===== src/rtl/memory_attention_pkg.sv =====
// Shared constants and types for the memory attention feeder: stream FSM states
// and the result tag carried alongside the attention-stage latency.
package memory_attention_pkg;

   localparam int DATA_W    = 32;
   localparam int PIPE_LAT  = 3;
   localparam int KV_DEPTH  = 64;
   localparam int KV_ADDR_W = $clog2(KV_DEPTH);

   typedef enum logic [1:0] {
      IDLE  = 2'd0,
      FETCH = 2'd1,
      DRAIN = 2'd2
   } stream_state_t;

   typedef struct packed {
      logic                 valid;
      logic [KV_ADDR_W-1:0] index;
      logic                 last;
   } result_tag_t;

endpackage


===== src/rtl/kv_slot_ram.sv =====
// Key/value slot storage: one write port, one read port, read-first on a same-slot
// collision, registered read data with a resettable output register.
module kv_slot_ram
   import memory_attention_pkg::*;
#(
   parameter int WIDTH  = 2 * memory_attention_pkg::DATA_W,
   parameter int DEPTH  = KV_DEPTH,
   parameter int ADDR_W = $clog2(DEPTH)
) (
   input  logic              clk,
   input  logic              rst,
   input  logic              wr_en,
   input  logic [ADDR_W-1:0] wr_addr,
   input  logic [WIDTH-1:0]  wr_data,
   input  logic              rd_en,
   input  logic [ADDR_W-1:0] rd_addr,
   output logic [WIDTH-1:0]  rd_data
);

   logic [WIDTH-1:0] r_mem [DEPTH];
   logic [WIDTH-1:0] r_rd_data;

   always_ff @(posedge clk) begin
      if (wr_en) begin
         r_mem[wr_addr] <= wr_data;
      end
   end

   // Reading the array with a non-blocking write pending yields the old word.
   always_ff @(posedge clk or posedge rst) begin
      if (rst) begin
         r_rd_data <= '0;
      end else if (rd_en) begin
         r_rd_data <= r_mem[rd_addr];
      end
   end

   assign rd_data = r_rd_data;

endmodule


===== src/rtl/attention_kv_streamer.sv =====
// Streams (query, key, value) triples over a contiguous slot range into the
// attention stage and tags the results that emerge PIPE_LAT cycles later.
module attention_kv_streamer
   import memory_attention_pkg::*;
#(
   parameter int DATA_W   = memory_attention_pkg::DATA_W,
   parameter int DEPTH    = KV_DEPTH,
   parameter int ADDR_W   = $clog2(DEPTH),
   parameter int PIPE_LAT = memory_attention_pkg::PIPE_LAT
) (
   input  logic              clk,
   input  logic              rst,
   input  logic              wr_en,
   input  logic [ADDR_W-1:0] wr_addr,
   input  logic [DATA_W-1:0] wr_key,
   input  logic [DATA_W-1:0] wr_value,
   input  logic              start,
   input  logic [DATA_W-1:0] start_query,
   input  logic [ADDR_W-1:0] base_addr,
   input  logic [ADDR_W:0]   count,
   input  logic              pause,
   output logic              busy,
   output logic [DATA_W-1:0] query,
   output logic [DATA_W-1:0] key,
   output logic [DATA_W-1:0] value,
   output logic              qkv_valid,
   output logic              result_valid,
   output logic [ADDR_W-1:0] result_index,
   output logic              result_last,
   output logic              done,
   output logic [1:0]        dbg_state
);

   localparam logic [ADDR_W:0]   C_ONE = {{ADDR_W{1'b0}}, 1'b1};
   localparam logic [ADDR_W-1:0] A_ONE = {{(ADDR_W-1){1'b0}}, 1'b1};

   stream_state_t     r_state;
   logic [DATA_W-1:0] r_query;
   logic [ADDR_W-1:0] r_rd_addr;
   logic [ADDR_W:0]   r_count;
   logic [ADDR_W:0]   r_issued;
   logic              r_req_valid;
   logic [ADDR_W-1:0] r_req_addr;
   logic              r_req_last;
   logic              r_qkv_valid;
   logic [ADDR_W-1:0] r_qkv_index;
   logic              r_qkv_last;
   logic              r_zero_done;
   result_tag_t       r_tag [PIPE_LAT];

   logic                w_issue_last;
   logic                w_tag_last;
   logic [2*DATA_W-1:0] w_rd_data;

   assign w_issue_last = (r_issued + C_ONE) == r_count;
   assign w_tag_last   = r_tag[PIPE_LAT-1].valid && r_tag[PIPE_LAT-1].last;

   kv_slot_ram #(
      .WIDTH  (2 * DATA_W),
      .DEPTH  (DEPTH),
      .ADDR_W (ADDR_W)
   ) u_ram (
      .clk     (clk),
      .rst     (rst),
      .wr_en   (wr_en),
      .wr_addr (wr_addr),
      .wr_data ({wr_key, wr_value}),
      .rd_en   (r_req_valid),
      .rd_addr (r_req_addr),
      .rd_data (w_rd_data)
   );

   always_ff @(posedge clk or posedge rst) begin
      if (rst) begin
         r_state     <= IDLE;
         r_query     <= '0;
         r_rd_addr   <= '0;
         r_count     <= '0;
         r_issued    <= '0;
         r_req_valid <= 1'b0;
         r_req_addr  <= '0;
         r_req_last  <= 1'b0;
         r_qkv_valid <= 1'b0;
         r_qkv_index <= '0;
         r_qkv_last  <= 1'b0;
         r_zero_done <= 1'b0;
         for (int i = 0; i < PIPE_LAT; i++) begin
            r_tag[i] <= '0;
         end
      end else begin
         r_zero_done <= 1'b0;
         r_req_valid <= 1'b0;
         case (r_state)
            IDLE: begin
               if (start) begin
                  r_query <= start_query;
                  if (count == '0) begin
                     r_zero_done <= 1'b1;
                  end else begin
                     r_rd_addr <= base_addr;
                     r_count   <= count;
                     r_issued  <= '0;
                     r_state   <= FETCH;
                  end
               end
            end
            FETCH: begin
               // The registered request feeds the RAM read port on the next edge.
               if (!pause) begin
                  r_req_valid <= 1'b1;
                  r_req_addr  <= r_rd_addr;
                  r_req_last  <= w_issue_last;
                  r_rd_addr   <= r_rd_addr + A_ONE;
                  r_issued    <= r_issued + C_ONE;
                  if (w_issue_last) begin
                     r_state <= DRAIN;
                  end
               end
            end
            DRAIN: begin
               if (w_tag_last) begin
                  r_state <= IDLE;
               end
            end
            default: r_state <= IDLE;
         endcase

         r_qkv_valid <= r_req_valid;
         if (r_req_valid) begin
            r_qkv_index <= r_req_addr;
            r_qkv_last  <= r_req_last;
         end

         // Latency tracker mirrors the attention stage's output register timing.
         r_tag[0] <= '{valid: r_qkv_valid, index: r_qkv_index, last: r_qkv_valid & r_qkv_last};
         for (int i = 1; i < PIPE_LAT; i++) begin
            r_tag[i] <= r_tag[i-1];
         end
      end
   end

   assign busy         = (r_state != IDLE);
   assign query        = r_query;
   assign key          = w_rd_data[2*DATA_W-1:DATA_W];
   assign value        = w_rd_data[DATA_W-1:0];
   assign qkv_valid    = r_qkv_valid;
   assign result_valid = r_tag[PIPE_LAT-1].valid;
   assign result_index = r_tag[PIPE_LAT-1].index;
   assign result_last  = w_tag_last;
   assign done         = w_tag_last | r_zero_done;
   assign dbg_state    = r_state;

endmodule


===== config.mk =====
export PLATFORM = sky130hd
export DESIGN_NAME = attention_kv_streamer
export DESIGN_NICKNAME = d
export VERILOG_FILES = /design/src/rtl/memory_attention_pkg.sv /design/src/rtl/kv_slot_ram.sv /design/src/rtl/attention_kv_streamer.sv
export SDC_FILE = /design/constraint.sdc
export NUM_CORES = 2
export LEC_CHECK = 0
export BUFFER_PORTS_ARGS = -buffer_cell sky130_fd_sc_hd__clkbuf_2
export CAP_MARGIN = 25
export CORE_ASPECT_RATIO = 1.2
export CORE_MARGIN = 2
export CORE_UTILIZATION = 30
export CTS_BUF_LIST = sky130_fd_sc_hd__clkbuf_4
export CTS_CLUSTER_SIZE = 28
export DETAILED_ROUTE_END_ITERATION = 10
export GPL_ROUTABILITY_DRIVEN = 0
export PLACE_DENSITY_LB_ADDON = 0.1
export SYNTH_ARGS = -nofsm -noshare
export SYNTH_HDL_FRONTEND = slang
export SYNTH_HIERARCHICAL = 1
export SYNTH_SLANG_ARGS = --single-unit

===== constraint.sdc =====
create_clock -name clk -period 2.85 [get_ports clk]
set_clock_uncertainty 0.1 [all_clocks]
set_input_delay 0 -clock clk [delete_from_list [all_inputs] [get_ports clk]]
set_output_delay 0 -clock clk [all_outputs]
set_load 0.05 [all_outputs]

==> run metrics <==
Setup crit end kind flip-flop; WP data arrival between 4000 and 5000 ps; fmax 334 MHz; design area 201000 um2; core area roughly 540000 um2; reg2reg path depth 10; switching share of power 21.6%; Reg power frac roughly 55%; clk_lat worst skew 1800 ps; register area share after synthesis 78.1%; CP Launch Type primary input; first-pass GRT wire length around 800000 um; internal power 98.5 mW; die area 548000 um2; clock sinks 4255; RSZ-0062 raised after global routing true; io pins about 230; combinational share of power 1.9%; most frequent cells in the layout edfxtp_1 (4096), clkbuf_4 (1752), mux2i_1 (768), mux4_2 (640), buf_4 (440); IO Port Bufs 228; nets approximately 10000; Die X between 600 and 700 um; final setup fails 14; failing checks setup timing; Vias around 91000; peak supply drop 0.380 mV; Data required, critical path 4130 ps; H-Tree Depth 7; Yosys cell types 62; Crit. Startpoint wr_addr[2]; die height just over 800 um; CTS tree done; initial DRC count 7950; Setup crit end u_ram/r_mem[53][8]; Final Cycle Share 105%; crit-path max FO 13; R2R Path End u_ram/rd_data[53]; Starting Density 30.1%; setup TNS -1430 ps; DRC 0; Placed Area around 180000 um2; Routed Antenna Nets 0; cell count after synthesis between 7000 and 8000; P_sw 27.1 mW; max-slew violations 0; gr ovfl total 0; R2R setup slack 10 ps; clock tree buffer depth 5; Avg Cell Area, Syn 20.9 um2; Area growth, synth to finish 23.5%; leakage 64.0 nW; routed vias/inst 5.05; CTS buffer count 1199; vias in the first global route around 96000; Syn Nets 7916; clock power share a little over two fifths; post-detailed-placement half-perimeter wirelength roughly 340000 um; max-cap viol count 0; status complete, but fails checks; Worst-path clk slew 70 ps; Tmin final 2990 ps; Syn. warnings 6; WL final 595000 um; slew of the pin with the lowest slew margin around 1000 ps; Post-synth EDFFs 4096; WL/cell 33.2 um; clock root cell clkbuf_4; Setup CP Type primary input to flip-flop; final setup margin -145 ps; worst hold path type primary input to flip-flop; share of cells above drive strength 1 between 30% and 40%; number of detailed-route iterations in the first pass 6; RR Startpoint r_req_addr[2]; standard-cell rows roughly 300; Post-synth ARST share 3.74%; Final Hold Fails 0; Max-slew headroom 31.6%; Post-Syn Area 163000 um2; largest net degree at the start of global routing 65; Global Route Usage Sum 21.6%; commonest non-fill, non-tap cell in the layout edfxtp_1; dominant synthesized flop cell edfxtp_1; antenna violations before repair 40; power per cell area 626 nW/um2; Seq cells post-synth 4255
## critical path, cell delays in order
cell           delay [ps]
dlygate4sd3_1         590
dlygate4sd3_1         720
clkbuf_2              150
dlygate4sd3_1         630
nand2b_1               80
dlygate4sd3_1         640
nor2_4                130
dlygate4sd3_1         850
buf_4                 430
## state kept, by name, indices dropped and copies added (netlist names), 2 cells and up
register / cells
r_count: 7
r_issued: 7
dbg_state: 2
r_rd_addr: 6
r_tag: 17
r_req_addr: 6
u_ram/r_mem: 4096
query: 32
r_qkv_index: 6
u_ram/rd_data: 64
result_index: 6
## worst min path at each step
stage | start | slack, ps | endpoint | cells after the start
floorplan | wr_value[0] | -1 | u_ram/r_mem[0][0] | 0
global placement | rst | 50 | query[1] | 2
global route | wr_key[28] | 30 | u_ram/r_mem[42][60] | 5
detailed placement | rst | 50 | query[1] | 2
CTS | wr_addr[0] | 9 | u_ram/r_mem[43][0] | 6
finish | wr_key[28] | 180 | u_ram/r_mem[27][60] | 5
## power groups by stage
stage / combinational [mW] / clock (mW) / sequential (mW)
detailed placement: 1.76 / 0 / 70.4
CTS: 2.45 / 56.2 / 69.0
finish: 2.44 / 54.2 / 69.0
global placement: 1.62 / 0 / 70.4
floorplan: 0.300 / 0 / 70.4
global route: 2.62 / 59.4 / 69.0
## cell usage after synthesis (all sizes together) (3+ instances only)
cell / count / area (um2)
a22oi: 129 / 968
nand4: 37 / 238
dfrtp: 159 / 3980
a211oi: 130 / 976
a221oi: 128 / 1120
o22a: 31 / 272
o21ai: 146 / 731
and2: 9 / 60.1
nand2: 64 / 240
buf: 284 / 1900
o31ai: 3 / 22.5
nand4bb: 3 / 33.8
edfxtp: 4096 / 123000
mux4: 640 / 14400
inv: 41 / 154
nor2b: 171 / 1080
nor4: 32 / 344
and3: 68 / 425
clkbuf: 186 / 698
o41ai: 64 / 561
nand4b: 4 / 35.0
o211ai: 64 / 480
a21oi: 6 / 30.0
nand2b: 7 / 43.8
nor2: 172 / 651
nor3: 39 / 195
mux2i: 771 / 7720
o22ai: 229 / 1430
xnor2: 8 / 77.6
mux2: 44 / 514
nand3: 10 / 62.6
## stage by stage
stage	setup WS (ps)	hold slack [ps]	util, %	std cells	power (mW)
after global placement	-733	49.6	33.2	15400	72.0
after floorplan	-1040	-1.13	-	7794	70.7
after global routing	-215	29.7	37.2	17900	131
final	-145	179	37.2	17900	126
after CTS	-241	9.24	37.1	17900	128
after detailed placement	-730	46.0	33.3	15400	72.1
## area by class of cell
type	count	area [um2]
flip-flops and latches	4255	127000
clock buffers	1741	13100
well taps	7152	8950
inverters	41	161
diodes	33	82.6
repair buffers	1440	16700
multi-input cells	3028	33700
clock inverters	235	1200
fillers	50100	340000
## routing by layer
| metal | up-vias | GRT usage, % | part of all wire (%) |
|---|---|---|---|
| met5 | - | 0 | 0.0022 |
| met4 | 2 | 6.47 | 2.3 |
| met3 | 844 | 4.06 | 4.8 |
| met2 | 3088 | 37.8 | 52 |
| met1 | 48900 | 27.1 | 41 |
| li1 | 37700 | - | - |
## repair_timing
action | 4_1_cts | 5_1_grt
cloned | 0 | 2
setup endpoints to repair | 92 | 63
gates resized for setup | 228 | 23
hold buffers | 469 | 0
hold endpoints to repair | 8414 | 0
pin swaps | 2 | 7
setup buffers | 26 | 13
## kinds of logic after synthesis
family          count (synthesis)  share of synthesized area, %
fa+ha+maj                       2                        0.0154
xor+xnor                        9                        0.0531
mux                          1455                          13.9
compound gates                936                          4.09
buf+inv                       511                          1.69
flops                        4255                          78.1
simple gates                  626                          2.14
No activity file was read; power rests on OpenSTA's default activity.
